File: config.mk
export PLATFORM = sky130hd
export DESIGN_NAME = irq_dispatch_flat
export DESIGN_NICKNAME = d
export VERILOG_FILES = /design/src/rtl/irq_dispatch_if.sv /design/src/rtl/irq_dispatch.sv /design/src/flat_wrapper.sv
export SDC_FILE = /design/constraint.sdc
export NUM_CORES = 1
export LEC_CHECK = 0
export ABC_AREA = 1
export CAP_MARGIN = 25
export CORE_ASPECT_RATIO = 0.75
export CORE_MARGIN = 5
export CORE_UTILIZATION = 50
export DETAILED_ROUTE_END_ITERATION = 6
export GPL_TIMING_DRIVEN = 0
export PLACE_DENSITY = 0.84
export RECOVER_POWER = 100
export SETUP_SLACK_MARGIN = 0.15
export SKIP_LAST_GASP = 1
export SLEW_MARGIN = 20
export SYNTH_ARGS = -nofsm -noshare
export SYNTH_HDL_FRONTEND = slang
export SYNTH_SLANG_ARGS = --single-unit
File: constraint.sdc
create_clock -name clk -period 1.55 [get_ports clk]
set_input_delay 0.31 -clock clk [delete_from_list [all_inputs] [get_ports clk]]
set_output_delay 0.31 -clock clk [all_outputs]
set_load 0.1 [all_outputs]
File: src/rtl/irq_dispatch_if.sv
// rtl/irq_dispatch_if.sv - upstream/CPU-side signal bundle for the interrupt dispatcher
interface irq_dispatch_if;
    logic [1:0] irq_active;
    logic       cpu_irq_take;
    logic       cpu_irq_done;
    logic       err_clr;
    logic       cpu_irq;
    logic       cpu_irq_id;
    logic [1:0] ack;
    logic       busy;
    logic       timeout_err;

    modport master (
        output irq_active, cpu_irq_take, cpu_irq_done, err_clr,
        input  cpu_irq, cpu_irq_id, ack, busy, timeout_err
    );

    modport slave (
        input  irq_active, cpu_irq_take, cpu_irq_done, err_clr,
        output cpu_irq, cpu_irq_id, ack, busy, timeout_err
    );
endinterface

File: src/rtl/irq_dispatch.sv
// rtl/irq_dispatch.sv - fixed-priority two-line interrupt dispatcher with take timeout and post-ack guard
module irq_dispatch #(
    parameter int TIMEOUT_CYC = 64,
    parameter int GUARD_CYC   = 2,
    parameter int CNT_W       = 7
) (
    input  logic           clk,
    input  logic           rst_n,
    irq_dispatch_if.slave  bus
);
    localparam logic [2:0] S_IDLE    = 3'd0;
    localparam logic [2:0] S_REQ     = 3'd1;
    localparam logic [2:0] S_SERVICE = 3'd2;
    localparam logic [2:0] S_ACK     = 3'd3;
    localparam logic [2:0] S_GUARD   = 3'd4;

    localparam logic [CNT_W-1:0] TO_LAST = CNT_W'(TIMEOUT_CYC - 1);
    localparam logic [CNT_W-1:0] GD_LAST = CNT_W'(GUARD_CYC - 1);

    logic [2:0]       state_q, state_d;
    logic [CNT_W-1:0] cnt_q, cnt_d, cnt_inc;
    logic             id_q, id_d;
    logic             err_q, err_d;
    logic             cpu_irq_q;
    logic             cpu_irq_id_q;
    logic [1:0]       ack_q;
    logic             busy_q;

    assign cnt_inc = (&cnt_q) ? cnt_q : cnt_q + 1'b1;

    always_comb begin
        state_d = state_q;
        cnt_d   = cnt_q;
        id_d    = id_q;
        err_d   = err_q & ~bus.err_clr;
        case (state_q)
            S_IDLE: begin
                if (|bus.irq_active) begin
                    id_d    = ~bus.irq_active[0];
                    cnt_d   = '0;
                    state_d = S_REQ;
                end
            end
            S_REQ: begin
                cnt_d = cnt_inc;
                // Withdrawal outranks take, which outranks timeout.
                if (!bus.irq_active[id_q]) begin
                    state_d = S_IDLE;
                end else if (bus.cpu_irq_take) begin
                    state_d = S_SERVICE;
                end else if (cnt_q == TO_LAST) begin
                    err_d   = 1'b1;
                    state_d = S_ACK;
                end
            end
            S_SERVICE: begin
                if (bus.cpu_irq_done) begin
                    state_d = S_ACK;
                end
            end
            S_ACK: begin
                cnt_d   = '0;
                state_d = S_GUARD;
            end
            S_GUARD: begin
                cnt_d = cnt_inc;
                if (cnt_q == GD_LAST) begin
                    state_d = S_IDLE;
                end
            end
            default: state_d = S_IDLE;
        endcase
    end

    // Outputs are decoded from next-state so they are registered yet aligned with the state.
    always_ff @(posedge clk or negedge rst_n) begin
        if (!rst_n) begin
            state_q      <= S_IDLE;
            cnt_q        <= '0;
            id_q         <= 1'b0;
            err_q        <= 1'b0;
            cpu_irq_q    <= 1'b0;
            cpu_irq_id_q <= 1'b0;
            ack_q        <= 2'b00;
            busy_q       <= 1'b0;
        end else begin
            state_q      <= state_d;
            cnt_q        <= cnt_d;
            id_q         <= id_d;
            err_q        <= err_d;
            cpu_irq_q    <= (state_d == S_REQ);
            cpu_irq_id_q <= id_d;
            ack_q        <= (state_d == S_ACK) ? (id_d ? 2'b10 : 2'b01) : 2'b00;
            busy_q       <= (state_d != S_IDLE);
        end
    end

    assign bus.cpu_irq     = cpu_irq_q;
    assign bus.cpu_irq_id  = cpu_irq_id_q;
    assign bus.ack         = ack_q;
    assign bus.busy        = busy_q;
    assign bus.timeout_err = err_q;
endmodule

File: src/flat_wrapper.sv
// flat-port wrapper written by rule: the top's interface ports become plain ports
module irq_dispatch_flat 
#(
    parameter int TIMEOUT_CYC = 64,
    parameter int GUARD_CYC   = 2,
    parameter int CNT_W       = 7
)
  (clk, rst_n, bus_irq_active, bus_cpu_irq_take, bus_cpu_irq_done, bus_err_clr, bus_cpu_irq, bus_cpu_irq_id, bus_ack, bus_busy, bus_timeout_err);
  irq_dispatch_if bus_i ();
  input  logic clk;
  input  logic rst_n;
  input wire logic [$bits(bus_i.irq_active)-1:0] bus_irq_active;
  input wire logic [$bits(bus_i.cpu_irq_take)-1:0] bus_cpu_irq_take;
  input wire logic [$bits(bus_i.cpu_irq_done)-1:0] bus_cpu_irq_done;
  input wire logic [$bits(bus_i.err_clr)-1:0] bus_err_clr;
  output wire logic [$bits(bus_i.cpu_irq)-1:0] bus_cpu_irq;
  output wire logic [$bits(bus_i.cpu_irq_id)-1:0] bus_cpu_irq_id;
  output wire logic [$bits(bus_i.ack)-1:0] bus_ack;
  output wire logic [$bits(bus_i.busy)-1:0] bus_busy;
  output wire logic [$bits(bus_i.timeout_err)-1:0] bus_timeout_err;
  assign bus_i.irq_active = bus_irq_active;
  assign bus_i.cpu_irq_take = bus_cpu_irq_take;
  assign bus_i.cpu_irq_done = bus_cpu_irq_done;
  assign bus_i.err_clr = bus_err_clr;
  assign bus_cpu_irq = bus_i.cpu_irq;
  assign bus_cpu_irq_id = bus_i.cpu_irq_id;
  assign bus_ack = bus_i.ack;
  assign bus_busy = bus_i.busy;
  assign bus_timeout_err = bus_i.timeout_err;
  irq_dispatch #(.TIMEOUT_CYC(TIMEOUT_CYC), .GUARD_CYC(GUARD_CYC), .CNT_W(CNT_W)) u_core (.clk(clk), .rst_n(rst_n), .bus(bus_i));
endmodule
==> flow_summary.json <==
{
  "outcome": "complete, no violations",
  "dr.pass1.iters": 4,
  "cts-root-buf": "clkbuf_4",
  "period_minus_slack_ns": 1.43,
  "n_antenna_cell": 0,
  "final_max_slew_viol_count": 0,
  "syn_nets": 127,
  "die_h_um": 46.1,
  "p_per_area_mw_per_mm2": 2020,
  "clock_sinks": 16,
  "arrival_ns": 1.12,
  "final_antenna_net_count": 0,
  "htree_levels": 1,
  "wl_per_cell_um": 12.8,
  "path_depth": 1,
  "grt_pass1_wl_mm": 3.28,
  "cp.required_ns": 1.24,
  "postCtsHoldBufs": 0,
  "ys_ff_latch": 16,
  "crit_buf_inv": 1,
  "yosys-top-cells-area": "dfrtp_1 (46%), nand2_1 (16%), inv_1 (6.5%)",
  "place_area_sq_mm": 0.00102,
  "gp_congestion": 0.868,
  "start_util_pct": 51.5,
  "synth.avg_cell_area_sq_um": 7.38,
  "slew_headroom_pct": 52.7,
  "ys_warn_count": 0,
  "cap_violations": 0,
  "rsz0062_at_grt": "yes",
  "postSynthCellCount": 118,
  "clk_path_buf_depth": 2,
  "reg2reg_to": "u_core.cnt_q[4]",
  "grt_usage_pct": 16.6,
  "dpl.cell_count": 152,
  "cpLargestDelayFamily": "buffers and inverters",
  "endpoint_kind": "primary output",
  "p_leak_nw": 0.545,
  "period_share_pct": 92.6,
  "io-pin-count": 13,
  "clock.fmax_mhz": 697,
  "grt_pass1_vias": 768,
  "drt-initial-drc-count": 25,
  "clkTransAtPathRegs_ns": 0.09,
  "die-area_sq_mm": 0.00268,
  "port_buffers": 12,
  "skew_ns": 0.00590,
  "overflow": 0,
  "hold_viol_final": 0,
  "hpwl_mm": 1.44,
  "syn-cell-area_sq_um": 871,
  "cp_slowest_cell": "clkbuf_2",
  "cts_tree": "yes",
  "startpoint_type": "flip-flop",
  "max_stage_delay_ns": 0.46,
  "final_area_sq_mm": 0.00107,
  "tightest_slew_ns": 0.707,
  "drive_gt1_share_pct": 20.3,
  "synthFlopType": "dfrtp_1",
  "synth_most_common_cell": "nand2_1",
  "cts_buffers": 3,
  "worstSetupPathType": "flip-flop to primary output",
  "yosysSeqAreaShare_pct": 46.0,
  "netlist.area_leader.share_pct": 46.0,
  "insertion_delay_ns": 0.29,
  "fin_nets": 148,
  "setup_viol": 0,
  "grt_max_degree": 17,
  "nFillCells": 152,
  "via_per_inst": 5.36,
  "min_path_type": "input port to asynchronous set/reset pin",
  "chipWidth_um": 58.2,
  "crit_path_max_fanout": 3,
  "reg2regPathDepth": 7,
  "reg2reg_setup_slack_ns": 0.13,
  "route.detailed.drc": 0,
  "core_area_sq_mm": 0.00169,
  "antenna_found_initial": 0,
  "rows": 13,
  "synth_common_cells": "nand2_1 (37), dfrtp_1 (16), inv_1 (15)",
  "ir_drop_uv": 1540,
  "syn_to_final_growth_pct": 23.0,
  "post_synth_num_cell_types": 18,
  "num_vias": 857,
  "synth_edf_count": 0,
  "wl_mm": 2.04,
  "fin_cells": 160,
  "async_flop_share_pct": 100,
  "r2r-start": "u_core.state_q[1]",
  "cp_cell_sequence": "clkbuf_2",
  "synth_top_cell_by_area": "dfrtp_1"
}
[cell type report]
| class | instances | area, sq um | share of cell area [%] |
|---|---|---|---|
| well taps | 22 | 27.5 | 2.57 |
| multi-input cells | 84 | 415 | 38.8 |
| repair buffers | 16 | 120 | 11.2 |
| inverters | 18 | 67.6 | 6.31 |
| clock buffers | 4 | 36.3 | 3.39 |
| flip-flops and latches | 16 | 404 | 37.7 |
[flip-flops by register name, summed over array words and instances (netlist names)]
register and flops:
u_core.bus.ack 2, u_core.bus.busy 1, u_core.bus.cpu_irq 1, u_core.bus.timeout_err 1, u_core.cnt_q 7, u_core.id_q 1, u_core.state_q 3
[repair_timing]
action                                 in CTS  in global routing
setup endpoints to repair                   6                 12
setup buffers                               0                  4
endpoints found under the hold margin       0                  0
gates resized for setup                    30                  8
[cells in the final DEF (no fill, tap or decap), types with 2 or more instances in the layout]
cell type        Yosys  layout
a21oi_1              3       3
nor3_1               2       2
nor2_1              13      12
nor2_2               1       2
buf_4                0       4
clkdlybuf4s50_1      0       5
nand2_2              4       3
nand3_1              9       9
clkbuf_4             0       3
nand4_1              2       2
o21ai_0              5       5
dfrtp_2              0       3
clkbuf_2             0       6
nand2_1             37      38
dfrtp_1             16      13
o21ai_2              2       2
inv_1               15      16
inv_2                3       2
[cells by family (layout without fill, tap and decap cells)]
kind of cell    after synthesis  count (layout)  share of synthesized area (%)
compound gates               12              12                           8.19
xor+xnor                      1               1                           1.01
fa+ha+maj                     2               2                           2.87
buf+inv                      18              38                           7.76
flops                        16              16                           46.0
simple gates                 69              69                           34.2
[where the power goes]
part	total, mW	internal (mW)	switching, mW
clock	0.273	0.143	0.130
combinational	1.22	0.297	0.921
sequential	0.673	0.545	0.128
[per-stage QoR]
step           util [%]  power, mW  setup WS (ns)  TNS [ns]  hold slack (ns)
3_5_place_dp       60.3       1.84         -0.250     -1.26            0.531
3_3_place_gp       60.3       1.79         -0.239     -1.21            0.525
2_1_floorplan         -       1.55          0.174         0           0.0144
5_1_grt            63.3       2.30         0.0617         0            0.563
4_1_cts            60.7       2.07          0.137         0            0.455
6_report           63.3       2.16          0.115         0            0.505
[routing by layer]
layer  part of all wire, %  vias up  GRT usage (%)
met1                    40      402           19.4
met3                   7.7        6           5.32
li1                      -      407              -
met4                   2.1        0           6.48
met2                    50       42           28.8
met5                     0        -              0
[how the worst max path moves through the flow]
stage	startpoint	endpoint	slack (ns)
floorplan	u_core.id_q	u_core.bus.ack[1]	0.17
detailed placement	u_core.id_q	bus_cpu_irq_id	-0.25
global placement	u_core.id_q	bus_cpu_irq_id	-0.24
finish	u_core.id_q	bus_cpu_irq_id	0.12
global route	u_core.state_q[1]	u_core.cnt_q[4]	0.06
CTS	u_core.id_q	bus_cpu_irq_id	0.14
Note: power is estimated with default switching activity, not from simulation.
